File: src/rtl/ace_pkg.sv
// Shared types for the CCU snoop scheduler.
// Holds the admission FSM encoding.
package ace_pkg;

  typedef enum logic {
    RUN,
    DRAIN
  } ccu_sched_state_e;

endpackage

File: src/rtl/ace_ccu_snoop_credit.sv
// Per-initiator snoop slot: registered select mask,
// in-flight credit counter, bypass pulse, error detect.
module ace_ccu_snoop_credit
  import ace_pkg::*;
#(
  parameter int unsigned NumOup         = 4,
  parameter int unsigned MaxOutstanding = 4,
  parameter int unsigned CntW           = $clog2(MaxOutstanding + 1)
) (
  input  logic              clk_i,
  input  logic              rst_i,
  input  logic              run_i,
  input  logic [NumOup-1:0] mask_i,
  input  logic              req_valid_i,
  output logic              req_ready_o,
  output logic [NumOup-1:0] sel_o,
  output logic              sel_valid_o,
  input  logic              sel_ready_i,
  input  logic              done_i,
  output logic              bypass_o,
  output logic [CntW-1:0]   cnt_o,
  output logic              err_o
);

  logic accept;
  logic issue;
  logic dec;
  logic empty;

  assign empty = (cnt_o == '0);

  assign req_ready_o = run_i
                    && (cnt_o < CntW'(MaxOutstanding))
                    && (!sel_valid_o || sel_ready_i);

  assign accept = req_valid_i & req_ready_o;
  assign issue  = accept & (|mask_i);
  assign dec    = done_i & ~empty;
  assign err_o  = done_i & empty;

  always_ff @(posedge clk_i or posedge rst_i) begin
    if (rst_i) begin
      sel_o       <= '0;
      sel_valid_o <= 1'b0;
      bypass_o    <= 1'b0;
      cnt_o       <= '0;
    end else begin
      if (issue) begin
        sel_o <= mask_i;
      end
      // a fresh issue reloads the slot even as the old mask is taken
      if (issue) begin
        sel_valid_o <= 1'b1;
      end else if (sel_ready_i) begin
        sel_valid_o <= 1'b0;
      end
      bypass_o <= accept & ~(|mask_i);
      if (issue && !dec) begin
        cnt_o <= cnt_o + CntW'(1);
      end else if (dec && !issue) begin
        cnt_o <= cnt_o - CntW'(1);
      end
    end
  end

endmodule

File: src/rtl/ace_ccu_snoop_sched.sv
// CCU snoop admission controller: per-input credit slots
// plus a drain-then-apply coherent mask reconfiguration FSM.
module ace_ccu_snoop_sched
  import ace_pkg::*;
#(
  parameter int unsigned       NumInp         = 4,
  parameter int unsigned       NumOup         = 4,
  parameter int unsigned       MaxOutstanding = 4,
  parameter bit                ExcludeSelf    = 1'b1,
  parameter logic [NumOup-1:0] ResetMask      = '1,
  localparam int unsigned      CntW = $clog2(MaxOutstanding + 1)
) (
  input  logic                         clk_i,
  input  logic                         rst_i,
  input  logic [NumInp-1:0]            req_valid_i,
  output logic [NumInp-1:0]            req_ready_o,
  output logic [NumInp-1:0][NumOup-1:0] sel_o,
  output logic [NumInp-1:0]            sel_valid_o,
  input  logic [NumInp-1:0]            sel_ready_i,
  input  logic [NumInp-1:0]            done_i,
  output logic [NumInp-1:0]            bypass_o,
  input  logic [NumOup-1:0]            cfg_mask_i,
  input  logic                         cfg_valid_i,
  output logic                         cfg_ready_o,
  output logic [NumOup-1:0]            active_mask_o,
  output logic [NumInp-1:0][CntW-1:0]  cnt_o,
  output logic                         err_o
);

  ccu_sched_state_e state_q;
  ccu_sched_state_e state_d;

  logic              run;
  logic              all_zero;
  logic [NumInp-1:0] err_pulse;

  // gate with reset so no request is admitted while held in reset
  assign run         = (state_q == RUN) && !rst_i;
  assign all_zero    = (cnt_o == '0);
  assign cfg_ready_o = (state_q == DRAIN) && all_zero;

  always_comb begin
    state_d = state_q;
    unique case (state_q)
      RUN:     if (cfg_valid_i) state_d = DRAIN;
      DRAIN:   if (all_zero) state_d = RUN;
      default: state_d = RUN;
    endcase
  end

  always_ff @(posedge clk_i or posedge rst_i) begin
    if (rst_i) begin
      state_q       <= RUN;
      active_mask_o <= ResetMask;
      err_o         <= 1'b0;
    end else begin
      state_q <= state_d;
      if (cfg_ready_o && cfg_valid_i) begin
        active_mask_o <= cfg_mask_i;
      end
      if (|err_pulse) begin
        err_o <= 1'b1;
      end
    end
  end

  for (genvar i = 0; i < NumInp; i++) begin : g_inp
    logic [NumOup-1:0] excl;
    logic [NumOup-1:0] mask;

    assign excl = ExcludeSelf ? (NumOup'(1) << i) : '0;
    assign mask = active_mask_o & ~excl;

    ace_ccu_snoop_credit #(
      .NumOup         (NumOup),
      .MaxOutstanding (MaxOutstanding),
      .CntW           (CntW)
    ) u_credit (
      .clk_i       (clk_i),
      .rst_i       (rst_i),
      .run_i       (run),
      .mask_i      (mask),
      .req_valid_i (req_valid_i[i]),
      .req_ready_o (req_ready_o[i]),
      .sel_o       (sel_o[i]),
      .sel_valid_o (sel_valid_o[i]),
      .sel_ready_i (sel_ready_i[i]),
      .done_i      (done_i[i]),
      .bypass_o    (bypass_o[i]),
      .cnt_o       (cnt_o[i]),
      .err_o       (err_pulse[i])
    );
  end

endmodule
File: config.mk
export PLATFORM = sky130hd
export DESIGN_NAME = ace_ccu_snoop_sched
export DESIGN_NICKNAME = d
export VERILOG_FILES = /design/src/rtl/ace_pkg.sv /design/src/rtl/ace_ccu_snoop_credit.sv /design/src/rtl/ace_ccu_snoop_sched.sv
export SDC_FILE = /design/constraint.sdc
export NUM_CORES = 1
export LEC_CHECK = 0
export CELL_PAD_IN_SITES_DETAIL_PLACEMENT = 1
export CELL_PAD_IN_SITES_GLOBAL_PLACEMENT = 2
export CORE_AREA = 5 5 89 91
export DETAILED_ROUTE_END_ITERATION = 6
export DIE_AREA = 0 0 94 96
export GPL_TIMING_DRIVEN = 0
export HOLD_SLACK_MARGIN = 0.03
export PLACE_DENSITY = 0.89
export SYNTH_ARGS = -nofsm -noshare
export SYNTH_HDL_FRONTEND = slang
export SYNTH_HIERARCHICAL = 1
export SYNTH_SLANG_ARGS = --single-unit
File: constraint.sdc
create_clock -name clk_i -period 2.4 [get_ports clk_i]
set_input_delay 0.6 -clock clk_i [delete_from_list [all_inputs] [get_ports clk_i]]
set_output_delay 0.6 -clock clk_i [all_outputs]
set_load 0.05 [all_outputs]
==> results_dict.tcl <==
set metrics [dict create \
    status "complete, no violations" \
    yosysWarnings 6 \
    cp.required_ps 2620 \
    yosysSeqAreaShare 0.5121 \
    ant_nets 0 \
    synth.most_common_cell "dfrtp_1" \
    hold_violations 0 \
    critPathLaunchType "primary input" \
    ys_top_cells_by_area "dfrtp_1 (46%), dfstp_2 (5.1%), mux2_2 (4.4%)" \
    max_freq_mhz 428.7 \
    setup_viol 0 \
    ctsHoldBuffers 0 \
    slew_viol_final 0 \
    clock-skew-final_ps 12.80 \
    drt_iter0_drc 61 \
    grt_max_degree 16 \
    track_usage 0.1246 \
    io_buffers 64 \
    finalCritPeriodShare 0.9720 \
    dp_hpwl_um 4204 \
    clk_pin_slew_ps 80 \
    syn_area_um2 2062 \
    dp.cells 331 \
    cts_tree "built" \
    gp_congestion 0.7246 \
    powerDensity_nw_per_um2 891.9 \
    final.fill_count 791 \
    cpMaxStageDelayCell "clkdlybuf4s50_1" \
    worstPathMaxFanout 5 \
    ios 65 \
    grt_pass1_wl_um 8618 \
    fin_cells 345 \
    die_y_um 96 \
    grt_pass1_vias 1676 \
    crit_top_cell "xor2_1" \
    critical-path-max-stage-delay_ps 450 \
    worst_pin_slew_ps 524.9 \
    vias 1548 \
    wirelength_um 5382 \
    drcViolationCount 0 \
    synth_ff_type "dfrtp_1" \
    cp.arrival_ps 2550 \
    synth.top_cell.area_share 0.4612 \
    fin_tns_setup_ps 0 \
    synth-async-reset-ratio 1.000 \
    area_delta_synth_final_pct 46.54 \
    clock-sinks 42 \
    dieArea_um2 9024 \
    cts_max_path_buffers 2 \
    maxSlewHeadroom 0.6490 \
    rsz0062_at_grt "no" \
    wire_per_inst_um 15.60 \
    htreeDepth 2 \
    min_period_ps 2333 \
    floorplan.rows 31 \
    antenna_found_initial 0 \
    die_x_um 94 \
    clk_latency_ps 300 \
    synth_cell_types 29 \
    yosys-top-cells-count "dfrtp_1 (38), inv_1 (13), nor2_1 (13)" \
    hold_class "primary input to async pin" \
    antenna_cells 0 \
    grt_overflow_total 0 \
    ir_drop_mv 0.5503 \
    p_leak_uw 0.001362 \
    coreArea_um2 7059 \
    cp_cell_sequence "clkdlybuf4s50_1, nand2b_2, nand4_4, inv_2, ha_1, inv_1, fa_1, xor2_1, nor2_1, xor2_1" \
    layout.nets 272 \
    via_per_inst 4.487 \
    netlist_instances 161 \
    syn_avg_cell_area_um2 12.81 \
    path_class "primary input to flip-flop" \
    numCtsBuffers 5 \
    end_kind "flip-flop" \
    cap_violations 0 \
    firstDrtPassIters 3 \
    yosysTopAreaCell "dfrtp_1" \
    drive_above_1_share 0.2561 \
    start_util 0.2921 \
    ys_ff_latch 42 \
    cts_root_buf "clkbuf_8" \
    synth-edff-count 0 \
]
## through the flow
stage | hold WS, ps | power, µW | setup slack [ps] | area, µm² | utilization
6_report | 274.2 | 2695 | 67.11 | 3022 | 0.4280
5_1_grt | 284.5 | 2845 | 3.839 | 3022 | 0.4280
4_1_cts | 391.7 | 2741 | 1.816 | 2972 | 0.4210
3_5_place_dp | 488.0 | 2231 | -998.7 | 2853 | 0.4041
3_3_place_gp | 488.1 | 2198 | -985.8 | 2853 | 0.4041
2_1_floorplan | 388.1 | 1814 | 94.99 | 2088 | -
## state kept, by name, summed over array words and instances (netlist names)
signal                      cells
g_inp.u_credit/sel_valid_o      4
err_o                           1
g_inp.u_credit/bypass_o         4
g_inp.u_credit/sel_o           16
g_inp.u_credit/cnt_o           12
state_q                         1
active_mask_o                   4
## worst paths after layout
check                                                       start                                     end  slack, ps  cells past startpoint
setup / recovery                                   sel_ready_i[1]  g_inp[1].u_credit/cnt_o[2]$_DFFE_PP0P_         70                     10
max in group asynchronous                                   rst_i  g_inp[2].u_credit/cnt_o[2]$_DFFE_PP0P_       1770                      2
min in group clk_i         g_inp[0].u_credit/sel_o[1]$_DFFE_PP0P_  g_inp[0].u_credit/sel_o[1]$_DFFE_PP0P_        510                      1
hold / removal                                              rst_i                       err_o$_DFFE_PP0P_        270                      2
hold reg to reg            g_inp[0].u_credit/sel_o[1]$_DFFE_PP0P_  g_inp[0].u_credit/sel_o[1]$_DFFE_PP0P_        510                      1
setup reg to reg                     active_mask_o[0]$_DFFE_PP1P_  g_inp[2].u_credit/cnt_o[1]$_DFFE_PP0P_        120                      7
## worst max-delay path, delay by kind of cell
kind          cells  cell delay (ps)
buf+inv           3              600
fa+ha+maj         2              560
simple gates      3              440
xor+xnor          2              320
## logic make-up (layout without fill, tap and decap cells)
group,after synthesis,after routing,synth area share
XOR/XNOR,12,12,0.05097
buffers and inverters,13,91,0.02367
AO/OA/AOI/OAI,16,16,0.06796
AND/OR/NAND/NOR,57,57,0.2075
adder cells (fa/ha/maj),8,8,0.06311
flip-flops,42,42,0.5121
multiplexers,12,12,0.07282
other,1,8,0.001819
## cells in the final DEF, fill, tap and decap left out, drive strengths merged, types with 8 or more instances in the layout
master         synthesis  routed
xor2                   8       8
buf                    0      10
conb                   1       8
a22o                  12      12
mux2                  12      12
dfrtp                 38      38
clkdlybuf4s50          0      54
inv                   13      14
nor2                  13      13
## routing by layer
layer	share of wire	GRT usage	vias up
met5	0	0	-
met2	0.50	0.2117	39
met4	0.012	0.04452	0
met3	0.037	0.02737	5
met1	0.45	0.1562	777
li1	-	-	727
## final cells by class
cell class	count	area (µm²)	area share
multi-input cells	113	1031	0.3412
flip-flops and latches	42	1056	0.3495
inverters	13	48.80	0.01615
well taps	99	123.9	0.04099
clock inverters	3	23.77	0.007867
clock buffers	5	68.82	0.02277
repair buffers	70	669.4	0.2215
## power breakdown
part           internal, µW  total [µW]  switching, µW  leakage (µW)
clock                   208         477            268     0.0000408
sequential              837        1110            276      0.000532
combinational           444        1110            661      0.000790
total                  1490        2690           1210       0.00136
## timing repair
item,4_1_cts,5_1_grt
pin swaps,1,4
endpoints found under the setup margin,15,10
endpoints found under the hold margin,0,0
resized for setup,38,9
setup buffers,0,6
(Power assumes the default switching activity.)
